===== config.mk =====
export PLATFORM = sky130hd
export DESIGN_NAME = console_ctrl
export DESIGN_NICKNAME = d
export VERILOG_FILES = /design/src/rtl/console_pkg.sv /design/src/rtl/console_ctrl.sv
export SDC_FILE = /design/constraint.sdc
export NUM_CORES = 1
export LEC_CHECK = 0
export ABC_AREA = 0
export BUFFER_PORTS_ARGS = -buffer_cell sky130_fd_sc_hd__buf_2
export CAP_MARGIN = 20
export CORE_UTILIZATION = 43
export CTS_CLUSTER_SIZE = 30
export DETAILED_ROUTE_END_ITERATION = 7
export PLACE_DENSITY = 0.75
export RECOVER_POWER = 25
export SLEW_MARGIN = 20
export SYNTH_ARGS = -nofsm -noshare
export SYNTH_HDL_FRONTEND = slang
export SYNTH_SLANG_ARGS = --single-unit

===== constraint.sdc =====
create_clock -name clock -period 2.6 [get_ports clock]
set_input_delay 0.52 -clock clock [delete_from_list [all_inputs] [get_ports clock]]
set_output_delay 0.52 -clock clock [all_outputs]
set_load 0.02 [all_outputs]

===== src/rtl/console_pkg.sv =====
// rtl/console_pkg.sv - shared types, control codes and cell/address helpers for console_ctrl
package console_pkg;

    typedef enum logic [1:0] {
        CLR_ALL,
        IDLE,
        SCROLL_CLR
    } state_t;

    localparam logic [7:0] ASC_BS    = 8'h08;
    localparam logic [7:0] ASC_LF    = 8'h0A;
    localparam logic [7:0] ASC_FF    = 8'h0C;
    localparam logic [7:0] ASC_CR    = 8'h0D;
    localparam logic [7:0] ASC_SPACE = 8'h20;

    function automatic logic [31:0] pack_cell(input logic [11:0] fg,
                                              input logic [11:0] bg,
                                              input logic [7:0]  ch);
        return {fg, bg, ch};
    endfunction

    function automatic logic [11:0] cell_addr(input logic [6:0] h,
                                              input logic [4:0] phys_v);
        return {h, phys_v};
    endfunction

endpackage


===== src/rtl/console_ctrl.sv =====
// rtl/console_ctrl.sv - text console engine driving the char_buf write port and scroll offset
module console_ctrl
    import console_pkg::*;
#(
    parameter int          COLS     = 70,
    parameter int          ROWS     = 30,
    parameter logic [11:0] FG_COLOR = 12'hFFF,
    parameter logic [11:0] BG_COLOR = 12'h000
) (
    input  logic        clock,
    input  logic        reset,
    input  logic        cmd_valid,
    input  logic [7:0]  cmd_char,
    output logic        cmd_ready,
    output logic        buf_we,
    output logic [11:0] buf_addr,
    output logic [31:0] buf_data,
    output logic [6:0]  cur_h,
    output logic [4:0]  cur_v,
    output logic [4:0]  line_offset
);

    localparam logic [6:0]  H_LAST = 7'(COLS - 1);
    localparam logic [4:0]  V_LAST = 5'(ROWS - 1);
    localparam logic [31:0] BLANK  = pack_cell(FG_COLOR, BG_COLOR, ASC_SPACE);

    state_t     state;
    logic [6:0] clr_h;
    logic [4:0] clr_v;

    logic       accept;
    logic       is_print;
    logic       is_eol;
    logic       do_nl;
    logic [4:0] phys_v;
    logic [4:0] phys_up;
    logic [4:0] scroll_row;

    assign cmd_ready = (state == IDLE);

    always_comb begin
        accept     = cmd_valid && (state == IDLE);
        is_print   = (cmd_char >= 8'h20) && (cmd_char <= 8'h7E);
        is_eol     = (cmd_char == ASC_LF) || (cmd_char == ASC_CR);
        do_nl      = accept && ((is_print && cur_h == H_LAST) || is_eol);
        phys_v     = cur_v + line_offset;
        // row above the cursor in physical space, wrapping like the display does
        phys_up    = phys_v - 5'd1;
        scroll_row = V_LAST + line_offset;
    end

    always_ff @(posedge clock or negedge reset) begin
        if (!reset) begin
            state       <= CLR_ALL;
            clr_h       <= '0;
            clr_v       <= '0;
            cur_h       <= '0;
            cur_v       <= '0;
            line_offset <= '0;
            buf_we      <= 1'b0;
            buf_addr    <= '0;
            buf_data    <= '0;
        end else begin
            buf_we <= 1'b0;
            case (state)
                CLR_ALL: begin
                    buf_we   <= 1'b1;
                    buf_addr <= cell_addr(clr_h, clr_v);
                    buf_data <= BLANK;
                    if (clr_h == H_LAST) begin
                        clr_h <= '0;
                        clr_v <= clr_v + 5'd1;
                        if (clr_v == 5'd31) begin
                            state       <= IDLE;
                            cur_h       <= '0;
                            cur_v       <= '0;
                            line_offset <= '0;
                        end
                    end else begin
                        clr_h <= clr_h + 7'd1;
                    end
                end

                IDLE: begin
                    if (accept) begin
                        if (is_print) begin
                            buf_we   <= 1'b1;
                            buf_addr <= cell_addr(cur_h, phys_v);
                            buf_data <= pack_cell(FG_COLOR, BG_COLOR, cmd_char);
                            cur_h    <= (cur_h < H_LAST) ? cur_h + 7'd1 : 7'd0;
                        end else if (is_eol) begin
                            cur_h <= '0;
                        end else if (cmd_char == ASC_BS) begin
                            if (cur_h != 7'd0) begin
                                cur_h    <= cur_h - 7'd1;
                                buf_we   <= 1'b1;
                                buf_addr <= cell_addr(cur_h - 7'd1, phys_v);
                                buf_data <= BLANK;
                            end else if (cur_v != 5'd0) begin
                                cur_h    <= H_LAST;
                                cur_v    <= cur_v - 5'd1;
                                buf_we   <= 1'b1;
                                buf_addr <= cell_addr(H_LAST, phys_up);
                                buf_data <= BLANK;
                            end
                        end else if (cmd_char == ASC_FF) begin
                            state <= CLR_ALL;
                        end
                    end
                    if (do_nl) begin
                        if (cur_v < V_LAST) begin
                            cur_v <= cur_v + 5'd1;
                        end else begin
                            line_offset <= line_offset + 5'd1;
                            state       <= SCROLL_CLR;
                        end
                    end
                end

                SCROLL_CLR: begin
                    // line_offset already advanced, so scroll_row is the newly exposed bottom row
                    buf_we   <= 1'b1;
                    buf_addr <= cell_addr(clr_h, scroll_row);
                    buf_data <= BLANK;
                    if (clr_h == H_LAST) begin
                        clr_h <= '0;
                        state <= IDLE;
                    end else begin
                        clr_h <= clr_h + 7'd1;
                    end
                end

                default: state <= CLR_ALL;
            endcase
        end
    end

endmodule


Word-level counts from Yosys, hierarchy flattened
Cells that the tools add are included.
{ "op_classes": {"reduce_logical": 20, "n_lt_le_gt_ge": 4, "mux": 57, "n_addsub": 10, "n_eq_ne": 20} }
{ "op_table": {"columns": ["op", "n"], "rows": [
  ["$mux 32", 6],
  ["$mux 12", 6],
  ["$mux 7", 10],
  ["$pmux 32 s2", 1],
  ["$mux 5", 12],
  ["$pmux 12 s3", 1],
  ["$eq 8x4->1 const B", 4],
  ["$mux 2", 10],
  ["$pmux 5 s2", 2],
  ["$add 5x1->5 const B", 3],
  ["$reduce_and 5->1", 3],
  ["$add 7x1->7 const B", 2],
  ["$eq 7x7->1 const B", 2],
  ["$pmux 7 s2", 1],
  ["$sub 5x1->5 const B", 2],
  ["$ge 8x6->1 const B", 1],
  ["$le 8x7->1 const B", 1],
  ["$ne 2x2->1 const B", 4],
  ["$ne 4x1->1 const B", 2],
  ["$lt 7x7->1 const B", 1],
  ["$reduce_bool 7->1", 1],
  ["$sub 7x1->7 const B", 1],
  ["$mux 1", 6],
  ["$pmux 2 s3", 1],
  ["21 further kinds", 28]
]} }
{ "totals": {"out_inout_bits": 63, "in_bits": 11, "reg_bits": 76, "wordCells": 120} }

Logic depth before layout (Yosys ltp)
Gate-level depths: netlist of run 1.
{ "depth": {"ltp_word": 10, "ltp_mapped": 11, "ltp_nobuf": 8} }

Worst setup path after synthesis of run 1
OpenSTA, ideal clock, no wires.
{ "synth_path": {"kind": "register to register", "startpoint": "register cur_h[0]", "endpoint": "register cur_v[1]", "t_arrival_ps": 2711, "setup_slack_ps": -183, "path_buffers": 1, "setup_time_ps": 72, "stages_incl_launch_ff": 10, "required_time_ps": 2528, "period_less_slack_ps": 2783, "path_cell_list": "dfrtp_1 -> clkbuf_1 -> inv_1 -> ha_1 -> or3b_1 -> nor4_2 -> nand2_1 -> or4_4 -> or4b_1 -> nand4b_1"} }
{ "synth_between": {"elab_chain_len": 9, "elab_cells_between_ends": 13, "classes_between": "eq/ne: 1; mux: 8; reduce/logical: 4"} }
{ "synth_lines": {"columns": ["element", "line", "source"], "rows": [
  ["start: declaration", "console_ctrl.sv:18", "output logic [6:0] cur_h,"],
  ["start signal: assignment", "console_ctrl.sv:90", "cur_h <= (cur_h < H_LAST) ? cur_h + 7'd1 : 7'd0;"],
  ["start signal: assignment", "console_ctrl.sv:95", "cur_h <= cur_h - 7'd1;"],
  ["$reduce_bool 7->1", "console_ctrl.sv:94", "if (cur_h != 7'd0) begin"],
  ["$mux 5", "console_ctrl.sv:94", null],
  ["$mux 5", "console_ctrl.sv:93", "end else if (cmd_char == ASC_BS) begin"],
  ["$mux 5", "console_ctrl.sv:91", "end else if (is_eol) begin"],
  ["$mux 5", "console_ctrl.sv:86", "if (is_print) begin"],
  ["$mux 5", "console_ctrl.sv:85", "if (accept) begin"],
  ["$mux 5", "console_ctrl.sv:111", "if (cur_v < V_LAST) begin"],
  ["$mux 5 (*)", "console_ctrl.sv:110", "if (do_nl) begin"],
  ["$pmux 5 s2 (*)", "console_ctrl.sv:65", "case (state)"],
  ["end signal: assignment", "console_ctrl.sv:101", "cur_v <= cur_v - 5'd1;"],
  ["end signal: assignment", "console_ctrl.sv:112", "cur_v <= cur_v + 5'd1;"],
  ["end: declaration", "console_ctrl.sv:19", "output logic [4:0] cur_v,"]
]} }
Mark *: on every way between the ends. The rest lies on a longest branch, timed or not.
A chain may end at the register's enable or synchronous reset.

Worst setup path in the final report of run 1
{ "layout_path": {"startpoint": "register cur_h[1]", "endpoint": "register cur_v[1]"} }
The elaborated chain is that of the path after synthesis.

==> results.py, run 1 <==
metrics = {
    "setup_path": {
        "crit_buf_inv": 1,
        "reg2regPathDepth": 8,
        "cp_max_fo": 3,
        "critPathKind": "flop to flop",
        "cp-end-kind": "flop",
        "crit_family": "simple AND/OR/NAND/NOR gates",
        "r2r_slack_ps": 90,
        "slowest_stage": "or4b_1",
        "worstPathRequired_ps": 2850,
        "rr_endpoint": "cur_v[1]$_DFFE_PN0P_",
        "max_stage_delay_ps": 480,
        "r2r_start": "cur_h[1]$_DFFE_PN0P_",
        "start_kind": "flop",
        "path_cells": "inv_2 > ha_4 > or3b_4 > nor4_4 > nand2_1 > or4_4 > or4b_1 > nand4b_1",
        "critPathArrivalTime_ps": 2770,
    },
    "synthesis": {
        "synth_top_family_by_area": "simple AND/OR/NAND/NOR gates",
        "synth_xor_area_frac": 0.0386,
        "synth_area_leader_cell": "dfrtp_1",
        "synth.yosys.seq_area_share": 0.344,
        "syn_area_per_cell_um2": 8.31,
        "synth_flop_cell": "dfrtp_1",
        "synthArstFlopShare": 1.00,
        "synth-adder-area-share": 0.0668,
        "yosys_warnings": 0,
        "synth_compound_area_frac": 0.208,
        "synth-edff-count": 0,
        "synthesis.area_um2": 3860,
        "synthCells": 464,
        "ys_types": 70,
        "synth_top_area_frac": 0.344,
        "post_synth_and_or_nand_nor_area_fraction": 0.241,
        "ys_top_cells_by_area": "dfrtp_1, nand2_1, ha_1",
        "muxShareOfSynthArea": 0.0165,
        "ys_ff_latch": 53,
    },
    "drt": {
        "drc": 0,
        "routed_wl_mm": 10.4,
        "num_vias": 3806,
        "viasPerCell": 5.81,
        "drt_first_pass_iters": 5,
        "wire_per_inst_um": 15.8,
        "ant_nets": 0,
        "drt_iter0_drc": 218,
    },
    "placed_design": {
        "port_buffers": 61,
        "dp_hpwl_mm": 7.98,
        "dp_cells": 645,
        "placed_area_um2": 4440,
        "pre_cts_slack_ps": -156,
        "gp_congestion": 0.910,
    },
    "grt": {
        "grt_util_met3": 0.0419,
        "grt_overflow_total": 0,
        "gr-usage-met2": 0.359,
        "grt_util_met1": 0.310,
        "top_usage_layer": "met2",
        "grt_pass1_vias": 3524,
        "grt_max_degree": 54,
        "grtUsageTotal": 0.225,
        "grt_pass1_wl_mm": 17.4,
        "antenna_found_initial": 0,
    },
    "sta": {
        "hold_violations": 0,
        "setup_ws_ps": 85.7,
        "final_max_slew_viol_count": 0,
        "rsz0062_at_grt": "true",
        "timing.hold.ws_ps": 476,
        "fin_skew_ps": 10.9,
        "tightest_slew_ps": 1360,
        "fin_crit_sh": 0.967,
        "finalSetupViolCount": 0,
        "slew_headroom": 0.0940,
        "fin_crit_ps": 2510,
        "fmax_mhz": 398,
    },
    "cells_and_area": {
        "design_area_um2": 4570,
        "multi_input_area_um2": 2290,
        "n_antenna_cell": 0,
        "areaGrowthSynthToFinish_pct": 18.6,
        "fin_nets": 577,
        "drive_above_1_share": 0.250,
        "fillers": 807,
        "register_area_um2": 1330,
        "final_cells": 655,
    },
    "die": {
        "core-area_um2": 8720,
        "dieHeight_um": 96.7,
        "rows": 34,
        "ioPinCount": 74,
        "start_util": 0.442,
        "die_x_um": 96.7,
        "dieArea_um2": 9350,
    },
    "clock_network": {
        "htree_levels": 2,
        "cts.sinks": 53,
        "cts_tree": "built",
        "clk_pin_slew_worst_paths_ps": 100,
        "cts_buffer_depth": 2,
        "hold_buffers": 0,
        "clock_latency_ps": 310,
        "root_buffer": "clkbuf_8",
        "cts_buffers": 5,
    },
    "power_and_ir_drop": {
        "p_per_area_nw_per_um2": 993,
        "combPwrFrac": 0.610,
        "ir_worst_vdd_mv": 0.662,
        "p_sw_frac": 0.490,
        "finalPower_w": 0.00454,
        "power_frac_seq": 0.285,
        "p_switching_w": 0.00222,
        "leakagePower_nw": 2.14,
        "clkPwrFrac": 0.105,
        "intPower_w": 0.00232,
    },
    "hold_path": {
        "hp-class": "flop to flop",
        "min_path_cells": 2,
        "hp-start": "buf_data[2]$_DFFE_PN0P_",
        "holdPathEnd": "buf_data[2]$_DFFE_PN0P_",
    },
    "run": {
        "maxCapViolations": 0,
    },
    "status": {
        "outcome": "finished, final reports clean",
    },
}
[per-stage QoR]
step	TNS [ps]	utilization
finish	0	0.524
global route	0	0.524
CTS	0	0.520
detailed placement	-314	0.509
global placement	-120	0.509
floorplan	-103	-
[timing repair]
action	CTS	global route
buffers inserted	0	2
setup endpoints to repair	4	7
pin swaps	1	3
gates resized for setup	1	7
[sequential cells by signal, indices dropped and copies added, names as in the netlist]
register,flops
state,2
line_offset,5
buf_we,1
buf_addr,12
clr_h,7
clr_v,5
cur_v,5
buf_data,9
cur_h,7
[final cells by class]
cell class / instances / area share
tap: 108 / 0.0296
timing repair buffer: 110 / 0.147
clock inverter: 2 / 0.00328
inverter: 17 / 0.0140
multi-input combinational: 359 / 0.500
clock buffer: 6 / 0.0159
sequential: 53 / 0.290
[placed cells by master, fill, tap and decap left out, types with 14 or more instances in the layout]
master,netlist,routed
a21oi_1,26,26
buf_2,2,61
buf_4,23,48
dfrtp_1,53,52
ha_1,19,18
inv_1,17,15
nand2_1,64,64
nand3_1,21,21
nor2_1,25,25
o21ai_0,38,36
xnor2_1,14,14
[how the worst max path moves through the flow]
stage               depth (start not counted)              endpoint            startpoint  slack [ps]
finish                                      8  cur_v[1]$_DFFE_PN0P_  cur_h[1]$_DFFE_PN0P_          90
global route                                8  cur_v[1]$_DFFE_PN0P_  cur_h[1]$_DFFE_PN0P_           3
CTS                                         8  cur_v[1]$_DFFE_PN0P_  cur_h[1]$_DFFE_PN0P_          60
detailed placement                          6  cur_v[1]$_DFFE_PN0P_           cmd_char[7]        -160
global placement                            6  cur_v[1]$_DFFE_PN0P_           cmd_char[7]        -120
floorplan                                   9  cur_v[1]$_DFFE_PN0P_  cur_h[0]$_DFFE_PN0P_        -100
[Yosys cell counts (all sizes together), types with 4 or more instances]
master  count
ha         19
or4         4
o21ai      38
nor3       12
clkbuf     21
a21oi      26
and2        6
a21o        6
xnor2      14
buf        25
a31oi       9
o22ai       6
o211ai      4
nand3b      4
inv        17
nor2       25
nand3      21
nand2      64
nand4       9
dfrtp      53
and3        6
nand4b      4
or3         6
o31ai       5
[power groups by stage]
stage	Combinational [W]	Sequential (W)	Clock, W
3_3_place_gp	0.00262	0.00130	0
3_5_place_dp	0.00268	0.00131	0
6_report	0.00277	0.00129	0.000478
4_1_cts	0.00269	0.00129	0.000505
2_1_floorplan	0.00160	0.00146	0
5_1_grt	0.00304	0.00133	0.000532
[worst reg2reg max path, stage by stage, from the launching register on]
cell and delay (ps):
dfrtp_1 410, inv_2 90, ha_4 130, or3b_4 400, nor4_4 280, nand2_1 130, or4_4 440, or4b_1 480
nand4b_1 100
[metal layers]
layer,share of wire,vias up
met5,0,-
met4,0.018,0
met3,0.072,17
met2,0.47,153
met1,0.44,1823
li1,-,1813
[kinds of logic after synthesis]
family	after synthesis
AOI/OAI and AO/OA	125
xor gates and xnor gates	17
adders and majority gates	20
buffers and inverters	63
DFF	53
muxes	6
other	1
and+or+nand+nor	179
Power figures use the tool's default switching activity.
==> run 2: changes to the inputs <==
Settings changed: CORE_ASPECT_RATIO set to 0.5, TNS_END_PERCENT set to 20.
==> results.py, run 2 (same netlist as run 1, synthesis figures left out) <==
metrics = {
    "status": {
        "outcome": "finished, final reports clean",
    },
    "setup_path": {
        "critPathKind": "flop to flop",
        "crit_buf_inv": 1,
        "reg2regPathDepth": 8,
        "rr_endpoint": "cur_v[1]$_DFFE_PN0P_",
        "r2r_start": "cur_h[1]$_DFFE_PN0P_",
        "r2r_slack_ps": 130,
        "slowest_stage": "or4b_1",
        "cp_max_fo": 4,
        "worstPathRequired_ps": 2840,
        "path_cells": "inv_1 > ha_2 > or3b_4 > nor4_4 > nand2_1 > or4_4 > or4b_1 > nand4b_1",
        "start_kind": "flop",
        "max_stage_delay_ps": 470,
        "critPathArrivalTime_ps": 2710,
        "cp-end-kind": "flop",
        "crit_family": "simple AND/OR/NAND/NOR gates",
    },
    "drt": {
        "viasPerCell": 5.79,
        "wire_per_inst_um": 16.0,
        "ant_nets": 0,
        "drt_first_pass_iters": 5,
        "routed_wl_mm": 10.5,
        "drt_iter0_drc": 320,
        "drc": 0,
        "num_vias": 3806,
    },
    "grt": {
        "grt_pass1_wl_mm": 16.8,
        "grtUsageTotal": 0.235,
        "grt_max_degree": 54,
        "grt_overflow_total": 0,
        "antenna_found_initial": 0,
        "grt_pass1_vias": 3441,
    },
    "power_and_ir_drop": {
        "p_per_area_nw_per_um2": 1050,
        "p_switching_w": 0.00227,
        "finalPower_w": 0.00491,
        "leakagePower_nw": 2.18,
        "clkPwrFrac": 0.161,
        "power_frac_seq": 0.258,
        "combPwrFrac": 0.581,
        "p_sw_frac": 0.462,
        "intPower_w": 0.00264,
        "ir_worst_vdd_mv": 0.372,
    },
    "hold_path": {
        "min_path_cells": 2,
        "hp-class": "flop to flop",
        "hp-start": "buf_data[0]$_DFFE_PN0P_",
        "holdPathEnd": "buf_data[0]$_DFFE_PN0P_",
    },
    "die": {
        "dieArea_um2": 9370,
        "dieHeight_um": 69.0,
        "ioPinCount": 74,
        "core-area_um2": 8350,
        "die_x_um": 136,
        "start_util": 0.462,
        "rows": 23,
    },
    "sta": {
        "fin_crit_ps": 2470,
        "tightest_slew_ps": 1300,
        "rsz0062_at_grt": "false",
        "hold_violations": 0,
        "finalSetupViolCount": 0,
        "timing.hold.ws_ps": 461,
        "fin_crit_sh": 0.951,
        "final_max_slew_viol_count": 0,
        "fin_skew_ps": 5.40,
        "fmax_mhz": 404,
        "slew_headroom": 0.131,
    },
    "cells_and_area": {
        "fin_nets": 575,
        "mostFrequentLayoutCells": "nand2_1, buf_2, dfrtp_1",
        "register_area_um2": 1330,
        "largest_register_ffs": 12,
        "fillers": 773,
        "multi_input_area_um2": 2280,
        "reg_top3": "buf_addr (12), buf_data (9)",
        "n_antenna_cell": 0,
        "areaGrowthSynthToFinish_pct": 20.8,
        "drive_above_1_share": 0.248,
        "layout_commonest_cell": "nand2_1",
        "registers.top_by_ff_count": "buf_addr",
    },
    "run": {
        "maxCapViolations": 0,
    },
    "placed_design": {
        "port_buffers": 61,
        "gp_congestion": 0.905,
        "dp_hpwl_mm": 7.90,
    },
    "clock_network": {
        "cts_buffers": 5,
        "cts_buffer_depth": 2,
        "root_buffer": "clkbuf_16",
        "clk_pin_slew_worst_paths_ps": 70,
        "cts.sinks": 53,
        "clock_latency_ps": 300,
        "cts_tree": "built",
        "htree_levels": 2,
    },
}
## run 2: layout make-up
cell class	instances	area share
Multi-Input combinational cell	359	0.490
Sequential cell	53	0.285
Timing Repair Buffer	108	0.143
Tap cell	112	0.0301
Clock buffer	6	0.0298
Inverter	17	0.0137
Clock inverter	2	0.00806
## run 2: power groups by stage
stage	Combinational [W]	Clock (W)	Sequential [W]
floorplan	0.00160	0	0.00146
global placement	0.00267	0	0.00127
detailed placement	0.00273	0	0.00128
CTS	0.00281	0.000801	0.00126
global route	0.00312	0.000828	0.00130
finish	0.00285	0.000789	0.00127
## run 2: through the flow
step           area [um2]  std cells  utilization  TNS (ps)  worst slack (ps)
6_report             4660        657        0.558         0               127
5_1_grt              4660        657        0.558         0              14.0
4_1_cts              4640        657        0.556         0              8.52
3_5_place_dp         4450        647        0.533      -708              -130
3_3_place_gp         4450        647        0.533      -314              -111
2_1_floorplan        3920        475            -      -103              -103
## run 2: how the worst max path moves through the flow
| stage | slack, ps | cells past startpoint | endpoint | from |
|---|---|---|---|---|
| after global placement | -110 | 6 | cur_v[1]$_DFFE_PN0P_ | cmd_char[7] |
| final | 130 | 8 | cur_v[1]$_DFFE_PN0P_ | cur_h[1]$_DFFE_PN0P_ |
| after detailed placement | -130 | 6 | cur_v[1]$_DFFE_PN0P_ | cmd_char[7] |
| after global routing | 10 | 9 | buf_addr[4]$_DFFE_PN0P_ | cur_h[1]$_DFFE_PN0P_ |
| after CTS | 9 | 9 | buf_addr[4]$_DFFE_PN0P_ | cur_h[1]$_DFFE_PN0P_ |
| after floorplan | -100 | 9 | cur_v[1]$_DFFE_PN0P_ | cur_h[0]$_DFFE_PN0P_ |
## run 2: metal layers
layer | up-vias | part of all wire | track usage
met3 | 13 | 0.064 | 0.0490
met1 | 1825 | 0.46 | 0.313
met2 | 148 | 0.47 | 0.388
met5 | - | 0 | 0
met4 | 0 | 0.013 | 0.0764
li1 | 1820 | - | -
## run 2: repair_timing
action                                  CTS  global route
hold buffers                              0             0
endpoints found under the setup margin    1            13
pin swaps                                 0             2
buffers inserted                          2             0
resized for setup                         0             4
## run 2: worst min-delay path, delay by kind of cell (launching register included)
family | cells | cell delay [ps]
and+or+nand+nor | 2 | 90
DFF | 1 | 340
